--- config.mk ---
export PLATFORM = sky130hd
export DESIGN_NAME = conv2d_layer_scheduler_flat
export DESIGN_NICKNAME = d
export VERILOG_FILES = /design/src/rtl/conv2d_layer_scheduler_if.sv /design/src/rtl/conv2d_layer_scheduler.sv /design/src/flat_wrapper.sv
export SDC_FILE = /design/constraint.sdc
export NUM_CORES = 1
export LEC_CHECK = 0
export CORE_MARGIN = 1.5
export CORE_UTILIZATION = 54
export CTS_CLUSTER_DIAMETER = 100
export DETAILED_ROUTE_END_ITERATION = 6
export PLACE_DENSITY = 0.88
export SYNTH_ARGS = -nofsm -noshare
export SYNTH_HDL_FRONTEND = slang
export SYNTH_SLANG_ARGS = --single-unit
--- constraint.sdc ---
create_clock -name i_clk -period 4.1 [get_ports i_clk]
set_clock_uncertainty 0.15 [all_clocks]
set_input_delay 0.41 -clock i_clk [delete_from_list [all_inputs] [get_ports i_clk]]
set_output_delay 0.41 -clock i_clk [all_outputs]
set_load 0.1 [all_outputs]
--- src/rtl/conv2d_layer_scheduler_if.sv ---
// Signal bundle between the conv layer scheduler and its environment:
// the per-channel input FIFOs, the shared conv engine and the output store.
//
// Handshake semantics: rdreq is a pop strobe. It is high only when every FIFO
// is non-empty, and each high cycle consumes exactly one word from every
// channel. The same strobe is the engine's valid_in. engine_valid is a push
// from the engine with no backpressure. Each high cycle that the scheduler
// accepts is echoed on out_we in the same cycle. start, abort, pass_done and
// layer_done are single-cycle pulses.
interface conv2d_layer_scheduler_if #(
   parameter int CHANNELS = 16,
   parameter int FILT_W   = 5
);
   logic                start;
   logic                abort;
   logic [CHANNELS-1:0] fifo_empty;
   logic                rdreq;
   logic                engine_valid;
   logic                engine_clr_n;
   logic [FILT_W-1:0]   filter_sel;
   logic                out_we;
   logic                pass_done;
   logic                layer_done;
   logic                busy;
   logic                err_overrun;

   // master: the scheduler itself; slave: controller, FIFOs, engine, output store
   modport master (
      input  start, abort, fifo_empty, engine_valid,
      output rdreq, engine_clr_n, filter_sel, out_we, pass_done, layer_done,
             busy, err_overrun
   );

   modport slave (
      output start, abort, fifo_empty, engine_valid,
      input  rdreq, engine_clr_n, filter_sel, out_we, pass_done, layer_done,
             busy, err_overrun
   );
endinterface

--- src/rtl/conv2d_layer_scheduler.sv ---
// Time-shares one 16-channel conv engine across NUM_FILTERS filter passes.
// Each pass clears the engine, meters (WIDTH+2)^2 padded pixels out of the
// FIFOs with one common read strobe, and counts WIDTH*WIDTH results before
// the next filter is selected.
module conv2d_layer_scheduler #(
   parameter int CHANNELS    = 16,
   parameter int WIDTH       = 56,
   parameter int NUM_FILTERS = 32,
   parameter int FILT_W      = 5
) (
   input  logic                     i_clk,
   input  logic                     i_rst,
   conv2d_layer_scheduler_if.master io_bus,
   output logic [2:0]               o_state
);

   localparam int IN_TOTAL  = (WIDTH + 2) * (WIDTH + 2);
   localparam int OUT_TOTAL = WIDTH * WIDTH;
   localparam int IN_W      = $clog2(IN_TOTAL + 1);
   localparam int OUT_W     = $clog2(OUT_TOTAL + 1);
   localparam logic [IN_W-1:0]   IN_LAST   = IN_W'(IN_TOTAL);
   localparam logic [OUT_W-1:0]  OUT_LAST  = OUT_W'(OUT_TOTAL);
   localparam logic [FILT_W-1:0] FILT_LAST = FILT_W'(NUM_FILTERS - 1);

   typedef enum logic [2:0] {
      S_IDLE   = 3'd0,
      S_CLEAR  = 3'd1,
      S_STREAM = 3'd2,
      S_DRAIN  = 3'd3,
      S_NEXT   = 3'd4,
      S_DONE   = 3'd5
   } state_t;

   state_t              r_state;
   state_t              w_state_nxt;
   logic [IN_W-1:0]     r_in_cnt;
   logic [IN_W-1:0]     w_in_cnt_nxt;
   logic [OUT_W-1:0]    r_out_cnt;
   logic [OUT_W-1:0]    w_out_cnt_nxt;
   logic [FILT_W-1:0]   r_filter_sel;
   logic                r_err;
   logic [CHANNELS-1:0] w_fifo_empty;
   logic                w_stream;
   logic                w_counting;
   logic                w_rdreq;
   logic                w_accept;
   logic                w_err_evt;
   logic                w_start_idle;

   assign w_fifo_empty = io_bus.fifo_empty;
   assign w_stream     = (r_state == S_STREAM);
   assign w_counting   = w_stream || (r_state == S_DRAIN);
   // One strobe for all lanes: a single empty FIFO stalls every channel.
   assign w_rdreq      = w_stream && !io_bus.abort && !(|w_fifo_empty) &&
                         (r_in_cnt < IN_LAST);
   // Results are only taken while a pass is in flight and still short of a full map.
   assign w_accept     = io_bus.engine_valid && w_counting && (r_out_cnt < OUT_LAST);
   assign w_err_evt    = io_bus.engine_valid && !w_accept;
   assign w_start_idle = (r_state == S_IDLE) && io_bus.start && !io_bus.abort;
   assign w_in_cnt_nxt  = r_in_cnt + {{(IN_W-1){1'b0}}, w_rdreq};
   assign w_out_cnt_nxt = r_out_cnt + {{(OUT_W-1){1'b0}}, w_accept};

   // State register.
   always_ff @(posedge i_clk or negedge i_rst) begin
      if (!i_rst) r_state <= S_IDLE;
      else        r_state <= w_state_nxt;
   end

   // Next-state logic; abort overrides everything, a completed output map beats the input count.
   always_comb begin
      w_state_nxt = r_state;
      if (io_bus.abort) begin
         w_state_nxt = S_IDLE;
      end else begin
         case (r_state)
            S_IDLE:   if (io_bus.start) w_state_nxt = S_CLEAR;
            S_CLEAR:  w_state_nxt = S_STREAM;
            S_STREAM: begin
               if (w_out_cnt_nxt == OUT_LAST)    w_state_nxt = S_NEXT;
               else if (w_in_cnt_nxt == IN_LAST) w_state_nxt = S_DRAIN;
            end
            S_DRAIN:  if (w_out_cnt_nxt == OUT_LAST) w_state_nxt = S_NEXT;
            S_NEXT:   w_state_nxt = (r_filter_sel == FILT_LAST) ? S_DONE : S_CLEAR;
            S_DONE:   w_state_nxt = S_IDLE;
            default:  w_state_nxt = S_IDLE;
         endcase
      end
   end

   // Pass counters, filter index and the sticky overrun flag.
   always_ff @(posedge i_clk or negedge i_rst) begin
      if (!i_rst) begin
         r_in_cnt     <= '0;
         r_out_cnt    <= '0;
         r_filter_sel <= '0;
         r_err        <= 1'b0;
      end else begin
         r_err <= (r_err && !w_start_idle) || w_err_evt;
         if (io_bus.abort) begin
            r_in_cnt     <= '0;
            r_out_cnt    <= '0;
            r_filter_sel <= '0;
         end else begin
            case (r_state)
               S_IDLE: if (io_bus.start) r_filter_sel <= '0;
               S_CLEAR: begin
                  r_in_cnt  <= '0;
                  r_out_cnt <= '0;
               end
               S_STREAM, S_DRAIN: begin
                  r_in_cnt  <= w_in_cnt_nxt;
                  r_out_cnt <= w_out_cnt_nxt;
               end
               S_NEXT: if (r_filter_sel != FILT_LAST) r_filter_sel <= r_filter_sel + FILT_W'(1);
               default: ;
            endcase
         end
      end
   end

   // Outputs decoded from registered state plus the live FIFO/engine inputs.
   always_comb begin
      io_bus.rdreq        = w_rdreq;
      io_bus.engine_clr_n = (r_state != S_CLEAR);
      io_bus.out_we       = w_accept;
      io_bus.pass_done    = (r_state == S_NEXT) && !io_bus.abort;
      io_bus.layer_done   = (r_state == S_DONE) && !io_bus.abort;
      io_bus.busy         = (r_state != S_IDLE);
      io_bus.filter_sel   = r_filter_sel;
      io_bus.err_overrun  = r_err;
      o_state             = r_state;
   end

endmodule

--- src/flat_wrapper.sv ---
// flat-port wrapper written by rule: the top's interface ports become plain ports
module conv2d_layer_scheduler_flat 
#(
   parameter int CHANNELS    = 16,
   parameter int WIDTH       = 56,
   parameter int NUM_FILTERS = 32,
   parameter int FILT_W      = 5
)
  (i_clk, i_rst, o_state, io_bus_start, io_bus_abort, io_bus_fifo_empty, io_bus_engine_valid, io_bus_rdreq, io_bus_engine_clr_n, io_bus_filter_sel, io_bus_out_we, io_bus_pass_done, io_bus_layer_done, io_bus_busy, io_bus_err_overrun);
  conv2d_layer_scheduler_if #(.CHANNELS(CHANNELS), .FILT_W(FILT_W)) io_bus_i ();
  input  logic i_clk;
  input  logic i_rst;
  output logic [2:0] o_state;
  input wire logic [$bits(io_bus_i.start)-1:0] io_bus_start;
  input wire logic [$bits(io_bus_i.abort)-1:0] io_bus_abort;
  input wire logic [$bits(io_bus_i.fifo_empty)-1:0] io_bus_fifo_empty;
  input wire logic [$bits(io_bus_i.engine_valid)-1:0] io_bus_engine_valid;
  output wire logic [$bits(io_bus_i.rdreq)-1:0] io_bus_rdreq;
  output wire logic [$bits(io_bus_i.engine_clr_n)-1:0] io_bus_engine_clr_n;
  output wire logic [$bits(io_bus_i.filter_sel)-1:0] io_bus_filter_sel;
  output wire logic [$bits(io_bus_i.out_we)-1:0] io_bus_out_we;
  output wire logic [$bits(io_bus_i.pass_done)-1:0] io_bus_pass_done;
  output wire logic [$bits(io_bus_i.layer_done)-1:0] io_bus_layer_done;
  output wire logic [$bits(io_bus_i.busy)-1:0] io_bus_busy;
  output wire logic [$bits(io_bus_i.err_overrun)-1:0] io_bus_err_overrun;
  assign io_bus_i.start = io_bus_start;
  assign io_bus_i.abort = io_bus_abort;
  assign io_bus_i.fifo_empty = io_bus_fifo_empty;
  assign io_bus_i.engine_valid = io_bus_engine_valid;
  assign io_bus_rdreq = io_bus_i.rdreq;
  assign io_bus_engine_clr_n = io_bus_i.engine_clr_n;
  assign io_bus_filter_sel = io_bus_i.filter_sel;
  assign io_bus_out_we = io_bus_i.out_we;
  assign io_bus_pass_done = io_bus_i.pass_done;
  assign io_bus_layer_done = io_bus_i.layer_done;
  assign io_bus_busy = io_bus_i.busy;
  assign io_bus_err_overrun = io_bus_i.err_overrun;
  conv2d_layer_scheduler #(.CHANNELS(CHANNELS), .WIDTH(WIDTH), .NUM_FILTERS(NUM_FILTERS), .FILT_W(FILT_W)) u_core (.i_clk(i_clk), .i_rst(i_rst), .io_bus(io_bus_i), .o_state(o_state));
endmodule
* Word level (Yosys, flattened, before mapping) *
Cells that the tools add are included.

cells by class
  $add $sub $neg = 3
  order comparisons = 2
  multiply operators = 0
  mux-type cells = 15
  divide/modulo/power cells = 0
  shift operators = 0
  bitwise gates (word level) = 0
  reduce and logical (&&, ||, !) cells = 25
  equal/unequal tests = 14

operators with widths
  operator                                              number
  case mux 12 bit (2 select lines)                      2
  adder 12 x 1 -> 12 bit                                2
  equality test 12 bit (second input constant)          2
  less-than comparator 12 bit (second input constant)   2
  2-to-1 mux 12 bit                                     2
  2-to-1 mux 3 bit                                      6
  OR reduction 16 bit                                   1
  2-to-1 mux 5 bit                                      3
  case mux 3 bit (5 select lines)                       1
  logical AND 1 bit                                     11
  case mux 5 bit (2 select lines)                       1
  nonzero test 3 bit                                    3
  equality test 3 x 2 -> 1 bit (second input constant)  2
  equality test 3 bit (second input constant)           2
  != test 3 bit (second input constant)                 2
  AND reduction 3 bit                                   2
  adder 5 x 1 -> 5 bit (second input constant)          1
  equality test 5 bit (second input constant)           1
  != test 5 bit (second input constant)                 1
  zero test 1 bit                                       4
  != test 4 bit (second input constant)                 1
  equality test 3 x 1 -> 1 bit (second input constant)  1
  zero test 3 bit                                       1
  != test 3 x 1 -> 1 bit (second input constant)        1
  3 further kinds                                       4

storage, ports and cells
  bits of input ports = 21
  bits in read-only memories = 0
  bits in latches = 0
  register bits after elaboration = 33
  bits in writable memories = 0
  logic and storage cells = 64
  memories = 0
  output and inout port bits = 15

* Logic depth before layout (Yosys ltp) *
Gate-level depths: netlist of run 1.

  word-level depth = 10
  mapped depth = 14
  gate-level depth less buffers = 13

* Least setup slack after synthesis of run 1 *
Ideal clock, no wire load.

  kind = register to register
  from = register u_core.r_state[1], in the netlist u_core.o_state[1]
  to = register u_core.r_state[1], in the netlist u_core.o_state[1]
  setup time = 0.122 ns
  stages on the path, launching flop included = 12
  setup slack = -1.844 ns
  data required time = 3.828 ns
  arrival time = 5.673 ns
  clock period less this slack = 5.944 ns
  buffers on the path = 1
  cells stage by stage = dfrtp_1 > nand2b_2 > a311oi_1 > ha_1 > ha_1 > buf_2 > and3_4 > nand3_2 > nor3_2 > xnor2_1 > nor4_4 > a2111oi_1

between the ends
  longest elaborated chain between the ends = 9
  elaborated cells between the ends (all ways) = 22
  classes of those cells = add/sub: 2; eq/ne: 9; mux: 3; reduce/logical: 8

RTL lines
  element                                                 RTL line                                                    source
  from (decl)                                             conv2d_layer_scheduler.sv:34                                state_t r_state;
  from (signal assigned)                                  conv2d_layer_scheduler.sv:66                                else r_state <= w_state_nxt;
  equality test 3 x 2 -> 1 bit, on equally long branches  conv2d_layer_scheduler.sv:51, conv2d_layer_scheduler.sv:52
  logical OR 1 bit (*)                                    conv2d_layer_scheduler.sv:52                                assign w_counting = w_stream || (r_state == S_DRAIN);
  logical AND 1 bit (*) (2 in a row)                      conv2d_layer_scheduler.sv:57                                assign w_accept = io_bus.engine_valid && w_counting && (r_out_cnt < OUT_LAST);
  named net io_bus_out_we                                 flat_wrapper.sv:21                                          output wire logic [$bits(io_bus_i.out_we)-1:0] io_bus_out_we;
  adder 12 x 1 -> 12 bit (*)                              conv2d_layer_scheduler.sv:61                                assign w_out_cnt_nxt = r_out_cnt + {{(OUT_W-1){1'b0}}, w_accept};
  equality test 12 bit (*)                                conv2d_layer_scheduler.sv:79, conv2d_layer_scheduler.sv:82
  2-to-1 mux 3 bit                                        conv2d_layer_scheduler.sv:79                                if (w_out_cnt_nxt == OUT_LAST) w_state_nxt = S_NEXT;
  case mux 3 bit (5 select lines)                         conv2d_layer_scheduler.sv:75                                case (r_state)
  2-to-1 mux 3 bit                                        conv2d_layer_scheduler.sv:72                                if (io_bus.abort) begin

The timed path passes the listed nets; every way through them passes the cells marked *.
A chain may end at the register's enable or synchronous reset.

* Final worst setup path of run 1 *
  from = register u_core.r_state[2], in the netlist u_core.o_state[2]
  to = register u_core.r_state[2], in the netlist u_core.o_state[2]

between the ends
  longest elaborated chain between the ends = 9
  elaborated cells between the ends (all ways) = 22
  classes of those cells = add/sub: 2; eq/ne: 9; mux: 3; reduce/logical: 8

RTL lines
  element                                                 RTL line
  equality test 3 x 2 -> 1 bit, on equally long branches  conv2d_layer_scheduler.sv:51, conv2d_layer_scheduler.sv:75, conv2d_layer_scheduler.sv:52
  logical OR 1 bit                                        conv2d_layer_scheduler.sv:52
  logical AND 1 bit (2 in a row)                          conv2d_layer_scheduler.sv:57
  adder 12 x 1 -> 12 bit                                  conv2d_layer_scheduler.sv:61
  equality test 12 bit                                    conv2d_layer_scheduler.sv:79, conv2d_layer_scheduler.sv:82
  2-to-1 mux 3 bit                                        conv2d_layer_scheduler.sv:79
  case mux 3 bit (5 select lines)                         conv2d_layer_scheduler.sv:75
  2-to-1 mux 3 bit                                        conv2d_layer_scheduler.sv:72

Several ways; a longest one is shown, not always the timed one.

==> metrics.csv, run 1 <==
metric,value,unit
Period minus WS final,3.67,ns
Post-CTS Hold Buffers,0,
CTS H-tree lvls,2,
final hold viol count,0,
"Seq/Total Area, Yosys",36.9,%
fin crit share,89.6,%
Critical Path RT,4.17,ns
Detailed Route WL,5420,um
cell count of the worst reg-to-reg path,13,
number of clock sinks,33,
Critical Path End Type,register,
GRT Total Usage,25.5,%
post-synth top area share,36.9,%
cell count after synthesis,259,
crit-path cells,"nand2b_4, or2_2, nor4_1, nand4_1, a31oi_4, ha_4, ha_1, nand3_2, nor4_1, o2111ai_1, a2111oi_2, o22a_2, o21a_1",
first-pass GRT wire length,8680,um
PortBufs,35,
max_cap viols,0,
worst reg2reg path startpoint,u_core.o_state[2],
Final Slew Violations,0,
DP HPWL,3670,um
total CTS buffers,5,
worst vdd ir,0.347,mV
Initial Util,55.9,%
largest net degree at the start of global routing,34,
Post-Syn Area,2240,um^2
Pwr per Cell Area,279,nW/um^2
synth warn,0,
WL/cell,15.8,um
P&R area growth vs syn,24.1,%
CP startpoint kind,register,
initial antenna violation count,0,
setup bufs post-CTS,0,
post-synth net total,286,
worst-margin pin slew,0.981,ns
die area,4540,um^2
Residual DRC,0,
Hold Path Depth,2,
vias in the first global route,1906,
critical path arrival,3.75,ns
diode count,0,
io pins,36,
R2R Setup Slk,0.43,ns
post-cts resize count,0,
Post-synth top flop,dfrtp_1,
Netlist cell types,66,
commonest cells in the netlist,"40 x o21ai_0, 33 x dfrtp_1, 27 x nor2_1",
capturing point of the worst reg2reg path,u_core.o_state[2],
die extent in x,67.3,um
DRT iter0 DRCs,211,
Worst-path clk slew,0.07,ns
Setup CP Type,reg -> reg,
WP buf/inv,0,
CTS tree,built,
Max Clk Rate,272,MHz
Hold Path End,u_core.io_bus.err_overrun,
post-route ant nets,0,
Synth area leaders,"dfrtp_1 37%, o21ai_0 9.0%, nor2_1 4.5%",
run status,"finished, final reports clean",
clk_lat worst skew,0.29,ns
unrepaired setup endpoints after global routing,false,
FILL cells,305,
core area,4000,um^2
Synth area leader,dfrtp_1,
GPL Wtd Cong,0.980,
CP top delay family,simple AND/OR/NAND/NOR gates,
cell with the most instances after synthesis,o21ai_0,
Tot Pwr,775,uW
"EDFF count, synth",0,
final setup fails,0,
via count,2145,
Cell Rows,23,
Leakage Power,0.00115,uW
Via density,6.27,
HP Start,u_core.io_bus.err_overrun,
layout cells sized above 1,14.7,%
DRT Pass-1 Iters,4,
"slowest stage delay, CP",0.54,ns
Die Y,67.3,um
Layout Nets,318,
grt ovf,0,
register bit total from synthesis,33,
clock root cell,clkbuf_8,
class of the worst hold path,reg -> reg,
CP max-delay cell,dfrtp_4,
WHS,0.342,ns
CP dominant cell by count,nor4_1,
clk buf depth,2,
Post-synth ARST share,100,%
"Max FO, Critical Path",12,
Rel. slew slack,34.4,%
"Avg Cell Area, Syn",8.63,um^2
Fin Setup TNS,0,ns
## sequential cells by signal, indices dropped and copies added (netlist names)
| register | cells |
|---|---|
| u_core.io_bus.err_overrun | 1 |
| u_core.r_in_cnt | 12 |
| u_core.o_state | 3 |
| u_core.r_out_cnt | 12 |
| u_core.io_bus.filter_sel | 5 |
## layer usage
metal	global-route usage [%]	wire length [um]
met2	40.6	2660
met5	0	0
met4	9.44	80
met1	34.7	2380
met3	4.67	297
## through the flow
stage / area (um^2) / instances / util [%] / worst slack (ns)
after floorplan: 2300 / 259 / - / -0.0340
after global placement: 2660 / 334 / 66.5 / 0.400
after detailed placement: 2660 / 334 / 66.5 / 0.289
after CTS: 2780 / 342 / 69.4 / 0.442
after global routing: 2780 / 342 / 69.4 / 0.259
final: 2780 / 342 / 69.4 / 0.427
## placed cells by master (no fill, tap or decap), types with 2 or more instances in the layout
cell type        synthesis  routed
clkbuf_8                 1       5
o31ai_1                  5       5
nand2b_1                 3       3
nor2_1                  27      27
dfrtp_1                 33      31
o21ai_0                 40      40
nor3_1                   4       4
or4_1                    2       2
clkdlybuf4s50_1          0      31
nand3b_1                 3       3
ha_1                     6       5
or3_2                    2       2
and3_1                   5       5
a31oi_1                  7       6
and2_1                   2       2
nand2_1                 25      25
a21oi_1                  6       6
nand3_1                  9       9
inv_1                    3       3
nand4_1                  7       7
nor4_1                   7       7
buf_4                    1      10
dfrtp_4                  0       2
a22o_1                   6       6
nand3_2                  2       2
## worst max path at each step
stage / start / to / slack [ns] / cells after the start
2_1_floorplan: u_core.r_out_cnt[6] / u_core.o_state[1] / -0.03 / 12
4_1_cts: u_core.o_state[2] / u_core.o_state[2] / 0.44 / 13
6_report: u_core.o_state[2] / u_core.o_state[2] / 0.43 / 13
5_1_grt: u_core.r_out_cnt[8] / u_core.o_state[1] / 0.26 / 10
3_3_place_gp: io_bus_fifo_empty[2] / u_core.o_state[2] / 0.40 / 13
3_5_place_dp: io_bus_fifo_empty[2] / u_core.o_state[0] / 0.29 / 13
## cells by family (layout without fill, tap and decap cells)
family | after synthesis | count (layout) | synth area share [%]
mux | 2 | 2 | 0.951
simple gates | 115 | 115 | 30.0
fa+ha+maj | 6 | 6 | 3.36
compound gates | 82 | 82 | 23.6
xor+xnor | 2 | 2 | 0.784
buf+inv | 19 | 52 | 4.42
flops | 33 | 33 | 36.9
## power by group
| group | leakage [uW] | switching (uW) | internal, uW |
|---|---|---|---|
| logic | 0.000639 | 85.8 | 43.3 |
| registers | 0.000452 | 6.22 | 329 |
| clock network | 0.0000543 | 129 | 182 |
| total | 0.00115 | 221 | 554 |
## tightest hold or removal path, cell delays in order, from the launching register on
cell and delay (ns):
dfrtp_1 0.35, nand2_1 0.04, o21ai_0 0.06
## area by class of cell
type / instances / area [um^2] / area share [%]
inverters: 3 / 11.3 / 0.406
clock inverters: 3 / 46.3 / 1.67
multi-input cells: 207 / 1370 / 49.3
repair buffers: 41 / 385 / 13.9
flip-flops and latches: 33 / 833 / 30.0
clock buffers: 5 / 68.8 / 2.48
well taps: 50 / 62.6 / 2.25
Note: power is estimated with default switching activity, not from simulation.
==> run 2: changes to the inputs <==
--- a/config.mk
+++ b/config.mk
@@ -5,7 +5,6 @@
 export SDC_FILE = /design/constraint.sdc
 export NUM_CORES = 1
 export LEC_CHECK = 0
-export CORE_MARGIN = 1.5
 export CORE_UTILIZATION = 54
 export CTS_CLUSTER_DIAMETER = 100
 export DETAILED_ROUTE_END_ITERATION = 6
==> run 2 against run 1 <==
Worst setup slack got worse by 0.044 ns. Maximum frequency decreased by 1.2%. Clock power decreased by 23%. Via count increased by 0.14%.
==> metrics.csv, run 2 (synthesis results as in run 1) <==
metric,value,unit,change
Die Y,66.3,um,-1.5%
fin area,2740,um^2,-1.3%
Residual DRC,0,,unchanged
run status,"finished, final reports clean",,
CTS tree,built,,
final hold viol count,0,,unchanged
R2R Setup Slk,0.38,ns,-0.04 ns
clock root cell,clkbuf_8,,
post-placement cell count,333,,-0.30%
fin crit share,90.6,%,+1.1 points
most frequent cells in the layout,"40 x o21ai_0, 31 x clkdlybuf4s50_1, 31 x dfrtp_1",,
clock share of power,34.1,%,-6.0 points
die extent in x,66.3,um,-1.5%
internal power,490,uW,-12%
DP HPWL,3780,um,+2.9%
Psw,215,uW,-2.6%
placed instance area,2650,um^2,-0.28%
Setup CP Type,reg -> reg,,
final setup fails,0,,unchanged
Detailed Route WL,5280,um,-2.5%
Reg area,833,um^2,unchanged
FILL cells,306,,+0.33%
io pins,36,,unchanged
layout cells sized above 1,14.4,%,-0.29 points
number of clock sinks,33,,unchanged
Post-CTS Hold Buffers,0,,unchanged
"Max FO, Critical Path",10,,-2
clk_lat worst skew,0.29,ns,about the same
grt ovf,0,,unchanged
first-pass GRT wire length,8630,um,-0.63%
diode count,0,,unchanged
DRT Pass-1 Iters,4,,unchanged
critical path arrival,3.72,ns,-0.03 ns
post-route ant nets,0,,unchanged
GRT Total Usage,25.7,%,+0.21 points
GPL Wtd Cong,1.04,,+6.0%
Initial Util,55.9,%,unchanged
Tot Pwr,705,uW,-9.1%
Max Clk Rate,269,MHz,-1.2%
Critical Path RT,4.10,ns,-0.07 ns
class of the worst hold path,reg -> reg,,
Period minus WS final,3.72,ns,+0.0436 ns
Via density,6.30,,+0.43%
CP startpoint kind,register,,
via count,2148,,+0.14%
WL/cell,15.5,um,-2.3%
"commonest non-fill, non-tap cell in the layout",o21ai_0,,
P&R area growth vs syn,22.5,%,
die area,4400,um^2,-2.9%
WHS,0.355,ns,+0.0122 ns
Pwr per Cell Area,257,nW/um^2,-7.9%
max_cap viols,0,,unchanged
Layout Nets,317,,-0.31%
initial antenna violation count,0,,unchanged
worst-margin pin slew,0.976,ns,-0.00458 ns
PortBufs,35,,unchanged
DRT iter0 DRCs,194,,-8.1%
Critical Path End Type,register,,
clk buf depth,2,,unchanged
CTS H-tree lvls,2,,unchanged
vias in the first global route,1942,,+1.9%
unrepaired setup endpoints after global routing,false,,
Final Non-Filler Cells,341,,-0.29%
Worst-path clk slew,0.07,ns,about the same
Leakage Power,0.00113,uW,-1.4%
largest net degree at the start of global routing,34,,unchanged
Cell Rows,23,,unchanged
Combinational Power Share,18.3,%,+1.7 points
setup bufs post-CTS,0,,unchanged
core area,4000,um^2,unchanged
total CTS buffers,5,,unchanged
worst vdd ir,0.220,mV,-37%
multi-input logic area,1370,um^2,unchanged
post-cts resize count,0,,unchanged
Rel. slew slack,34.7,%,+0.31 points
Final Slew Violations,0,,unchanged
Reg power frac,47.6,%,+4.4 points
Net Sw Frac,30.6,%,+2.0 points
[run 2: through the flow]
stage / setup WS [ns] / TNS [ns] / utilization [%]
2_1_floorplan: -0.0340 / -0.0340 / -
3_3_place_gp: 0.404 / 0 / 66.3
3_5_place_dp: 0.262 / 0 / 66.3
4_1_cts: 0.368 / 0 / 68.5
5_1_grt: 0.152 / 0 / 68.5
6_report: 0.383 / 0 / 68.5
[run 2: critical path, stage by stage (launching register included)]
cell and delay, ns:
dfrtp_1 0.46, or4_1 0.60, a311oi_4 0.38, ha_1 0.33
ha_1 0.39, a21boi_0 0.22, a21oi_1 0.09, o32ai_1 0.28
o211ai_1 0.22, nor4_4 0.33, a2111oi_1 0.13
[run 2: power groups by stage]
stage	clock network, uW	logic (uW)	registers [uW]
after global routing	259	139	336
after CTS	244	130	336
final	240	129	336
after floorplan	0	61.1	361
after detailed placement	0	130	342
after global placement	0	128	342
[run 2: routing by layer]
metal	track usage, %	vias to the layer above	routed length [um]
met4	8.78	0	34
met2	44.4	55	2720
met5	0	-	0
met3	4.14	2	241
met1	32.3	1047	2290
li1	-	1044	-
[run 2: final timing paths]
kind                                                 from                   endpoint  cells after the start
worst max-delay path                  u_core.r_out_cnt[8]          u_core.o_state[1]                     10
worst min-delay path            u_core.io_bus.err_overrun  u_core.io_bus.err_overrun                      2
worst max register to register        u_core.r_out_cnt[8]          u_core.o_state[1]                     10
worst min register to register  u_core.io_bus.err_overrun  u_core.io_bus.err_overrun                      2
max in group asynchronous                           i_rst          u_core.o_state[2]                      2
min in group asynchronous                           i_rst         u_core.r_in_cnt[5]                      2
[run 2: final cells by class]
cell class	instances	area share [%]
clock buffers	5	2.51
clock inverters	3	0.640
inverters	3	0.411
multi-input cells	207	49.9
flip-flops and latches	33	30.4
well taps	50	2.28
repair buffers	40	13.8
